$ cat config.mk
export PLATFORM = sky130hd
export DESIGN_NAME = output_arbiter
export DESIGN_NICKNAME = d
export VERILOG_FILES = /design/src/rtl/output_arbiter.sv
export SDC_FILE = /design/constraint.sdc
export NUM_CORES = 1
export LEC_CHECK = 0
export BUFFER_PORTS_ARGS = -buffer_cell sky130_fd_sc_hd__buf_2
export CAP_MARGIN = 20
export CORE_MARGIN = 3
export CORE_UTILIZATION = 52
export DETAILED_ROUTE_END_ITERATION = 10
export PLACE_DENSITY = 0.93
export SYNTH_ARGS = -nofsm -noshare
export SYNTH_HDL_FRONTEND = slang
export SYNTH_SLANG_ARGS = --single-unit
$ cat constraint.sdc
create_clock -name clk -period 3.8 [get_ports clk]
set_input_delay 0.57 -clock clk [delete_from_list [all_inputs] [get_ports clk]]
set_output_delay 0.57 -clock clk [all_outputs]
set_load 0.01 [all_outputs]
$ cat src/rtl/output_arbiter.sv
// Per-output round-robin arbiter for a 2-input wormhole router port.
// The grant is held for a whole packet until its tail flit transfers.
// Accepted flits reach the output FIFO one cycle later through a registered
// write port.
module output_arbiter #(
  parameter int WIDTH = 11,
  parameter int CNT_W = 16
) (
  input  logic             clk,
  input  logic             reset_n,
  input  logic             req_0,
  input  logic [WIDTH-1:0] data_0,
  output logic             ready_0,
  input  logic             req_1,
  input  logic [WIDTH-1:0] data_1,
  output logic             ready_1,
  input  logic             full,
  output logic             wr_en,
  output logic [WIDTH-1:0] data_out,
  output logic             busy,
  output logic [CNT_W-1:0] pkt_count
);

  typedef enum logic [1:0] {
    IDLE   = 2'd0,
    LOCK_0 = 2'd1,
    LOCK_1 = 2'd2
  } state_t;

  state_t state;
  logic   ptr;   // 0: input 0 wins a tie, 1: input 1 wins a tie
  logic   xfer_0;
  logic   xfer_1;

  // Ready follows full combinationally. The output FIFO reports almost-full,
  // so the one write still in the output register always has a free slot.
  always_comb begin
    ready_0 = (state == LOCK_0) && !full;
    ready_1 = (state == LOCK_1) && !full;
    busy    = (state != IDLE);
    xfer_0  = req_0 && ready_0;
    xfer_1  = req_1 && ready_1;
  end

  // Arbitration FSM, registered write port and packet counter.
  always_ff @(posedge clk or negedge reset_n) begin
    if (!reset_n) begin
      state     <= IDLE;
      ptr       <= 1'b0;
      wr_en     <= 1'b0;
      data_out  <= '0;
      pkt_count <= '0;
    end else begin
      wr_en <= 1'b0;
      case (state)
        IDLE: begin
          if (req_0 && (!req_1 || !ptr)) begin
            state <= LOCK_0;
          end else if (req_1) begin
            state <= LOCK_1;
          end
        end
        LOCK_0: begin
          if (xfer_0) begin
            wr_en    <= 1'b1;
            data_out <= data_0;
            if (data_0[WIDTH-1]) begin
              state     <= IDLE;
              ptr       <= 1'b1;
              pkt_count <= pkt_count + CNT_W'(1);
            end
          end
        end
        LOCK_1: begin
          if (xfer_1) begin
            wr_en    <= 1'b1;
            data_out <= data_1;
            if (data_1[WIDTH-1]) begin
              state     <= IDLE;
              ptr       <= 1'b0;
              pkt_count <= pkt_count + CNT_W'(1);
            end
          end
        end
        default: state <= IDLE;
      endcase
    end
  end

endmodule

==> flow_summary_export.csv <==
group,metric,value,unit
detailed_routing,viasPerCell,5.60,
timing,slew-limit-headroom,33.8,%
clock_network,clock_sinks,31,
detailed_routing,drcViolationCount,0,
critical_path,crit_chain,"inv_1 -> ha_1 -> nor2_1 -> a2111o_1 -> nor2_1 -> mux2_2",
timing,worst_pin_slew,993,ps
clock_network,clock_path_buffers,2,
timing,fin_setup_tns,0,ps
pwr,p_sw_share,39.4,%
global_routing,gr-usage-met3,5.96,%
placement,hpwl,2.59,mm
critical_path,critPathLaunch,"state[0]",
timing,rsz0062_at_grt,"false",
global_routing,grt_busiest_layer,"met2",
pwr,p_seq_share,41.8,%
logic_synthesis,postSynthAreaPerCell,10.5,um2
critical_path,crit_path_max_fanout,37,
global_routing,globalRouteMet1Util,23.4,%
timing,hold_viol,0,
logic_synthesis,synth_area,0.00156,mm2
detailed_routing,routed-via-count,1333,
placement,io_buffers,57,
layout,syn2layout_area_growth,22.0,%
clock_network,cts_tree,"built",
critical_path,timing.rr.start,"state[0]",
critical_path,cp-start-kind,"register",
critical_path,crit_slowest_cell,"a2111o_1",
global_routing,antenna_found_initial,0,
global_routing,grt_pass1_wl,5.55,mm
logic_synthesis,synth_cells,148,
detailed_routing,antenna_left,0,
floorplanning,die_y,60.7,um
critical_path,reg2reg_depth,6,
global_routing,grt_usage,20.3,%
timing,fin_skew,7.69,ps
detailed_routing,drt_iter0_markers,65,
pwr,clock_power_share,16.7,%
global_routing,grt_max_degree,38,
layout,insertedDiodeCount,0,
detailed_routing,drt-total-wl,3.53,mm
clock_network,post_cts_buffers,0,
logic_synthesis,synth_nets,179,
timing,finalSetupViolations,0,
global_routing,grt_pass1_vias,1304,
critical_path,arrival,2830,ps
clock_network,cts_hold_buf,0,
critical_path,end_kind,"register",
pwr,power_leakage,0.00102,uW
critical_path,regToRegSetupSlack,1190,ps
timing,layout_min_cycle_time,2610,ps
placement,place_congestion,0.899,
critical_path,cp-endpoint,"pkt_count[1]",
critical_path,worst-setup-path-type,"register to register",
logic_synthesis,seq_area_frac_synth,49.8,%
critical_path,path_common_cell,"nor2_1",
run_status,status,"complete, no violations",
detailed_routing,wl_per_cell,14.8,um
layout,final_util,67.8,%
global_routing,met2_usage,35.4,%
floorplanning,core,0.00281,mm2
clock_network,cts_root_buf,"clkbuf_4",
clock_network,cts_resized,0,
layout,finalNonFillerCells,238,
placement,dpl.cell_count,231,
clock_network,cts_inserted_buffers,5,
timing,max_freq,383,MHz
logic_synthesis,ys_types,28,
detailed_routing,first_pass_iters,4,
global_routing,grt.overflow.total,0,
floorplanning,die_w,60.7,um
clock_network,clk_pin_slew,100,ps
floorplanning,ios,58,
clock_network,clk-insertion-delay-late,330,ps
floorplanning,start_util,55.5,%
critical_path,worst_r2r_endpoint,"pkt_count[1]",
clock_network,htree_levels,2,
pwr,p_sw,466,uW
logic_synthesis,synth_seq_cells,31,
logic_synthesis,yosysWarnings,0,
pwr,peakVddDrop,397,uV
floorplanning,die_area,0.00369,mm2
critical_path,slowest_delay,760,ps
timing,setup_ws,1190,ps
pwr,combPwrFrac,41.5,%
placement,place_ws,1190,ps
pwr,internal_power,716,uW
layout,drive_gt1_share,32.9,%
timing,slew_viol_final,0,
critical_path,required,4020,ps
floorplanning,rows,19,
layout,fin_nets,238,
worst_hold_path,hp-class,"input port to async pin",
job,maxCapViolations,0,
pwr,p_per_area,622,mW/mm2
timing,finalCritPeriodShare,68.8,%
[critical path: cells and delay by family (launching register included)]
kind / cells / cell delay, ps
mux: 1 / 370
simple gates: 2 / 470
buf+inv: 1 / 100
fa+ha+maj: 1 / 390
flops: 1 / 400
compound gates: 1 / 760
[power groups by stage]
stage               sequential, uW  clock, uW  combinational (uW)
global route                   506        214                 551
global placement               496          0                 472
detailed placement             500          0                 490
floorplan                      534          0                 294
CTS                            494        204                 494
finish                         495        197                 491
[through the flow]
| stage | total power, uW | hold slack, ps | cell area (um2) |
|---|---|---|---|
| global placement | 968 | 457 | 1840 |
| global route | 1270 | 302 | 1900 |
| CTS | 1190 | 278 | 1900 |
| finish | 1180 | 264 | 1900 |
| detailed placement | 990 | 461 | 1840 |
| floorplan | 827 | 274 | 1560 |
[cell families after synthesis]
kind of cell,synth area share [%]
buf+inv,4.58
compound gates,9.48
xor+xnor,8.43
simple gates,16.0
mux,8.51
flops,49.8
fa+ha+maj,3.21
[per-layer routing]
layer	vias up	part of all wire, %
li1	642	-
met1	621	41
met2	64	49
met3	6	8.6
met4	0	1.4
met5	-	0
[worst min-delay path by stage]
stage | startpoint | end | slack, ps
floorplan | reset_n | data_out[0] | 270
global placement | data_out[4] | data_out[4] | 460
detailed placement | pkt_count[15] | pkt_count[15] | 460
CTS | reset_n | data_out[3] | 280
global route | reset_n | data_out[7] | 300
finish | reset_n | data_out[7] | 260
[layout by cell type (no fill, tap or decap), drive strengths merged]
cell,instances
nor4,5
a2111o,1
o221ai,2
dfrtp,31
nand4,1
nand3,5
mux2,2
a32oi,1
a22o,1
nor3,8
xor2,15
nor2,5
o21ai,12
and4,2
clkinv,1
nand3b,2
inv,7
nor2b,2
and3,2
a211oi,1
ha,4
clkbuf,6
mux2i,11
buf,58
o22ai,2
nand2b,1
nand2,17
a22oi,2
[synthesized netlist by cell type]
cell type  number  area share [%]
a2111o_1        1            0.72
a211oi_1        1            0.48
a22o_1          1            0.56
a22oi_1         2            0.96
a32oi_1         1            0.56
and3_1          2            0.80
and4_1          2             1.1
buf_6           3             2.2
clkbuf_1        3            0.72
dfrtp_1        31              50
ha_1            4             3.2
inv_1           7             1.7
mux2_2          2             1.4
mux2i_1        11             7.1
nand2_1        17             4.1
nand2b_1        1            0.40
nand3_1         5             1.6
nand3b_1        2            0.96
nand4_1         1            0.40
nor2_1          5             1.2
nor2b_1         2            0.80
nor3_1          8             2.6
nor4_1          5             2.0
o21ai_0        12             3.9
o221ai_1        2             1.1
o22ai_1         1            0.40
o22ai_2         1            0.80
xor2_1         15             8.4
[sequential cells by signal, indices dropped and copies added, names as in the netlist]
name,count
pkt_count,16
data_out,11
state,2
ptr,1
wr_en,1
[area by class of cell]
class | instances | area [um2]
clock buffer | 6 | 51.3
clock inverter | 1 | 5.00
fill | 244 | 905
inverter | 7 | 26.3
multi-input combinational | 104 | 711
sequential | 31 | 776
tap | 31 | 38.8
timing repair buffer | 58 | 293
Power figures use the tool's default switching activity.
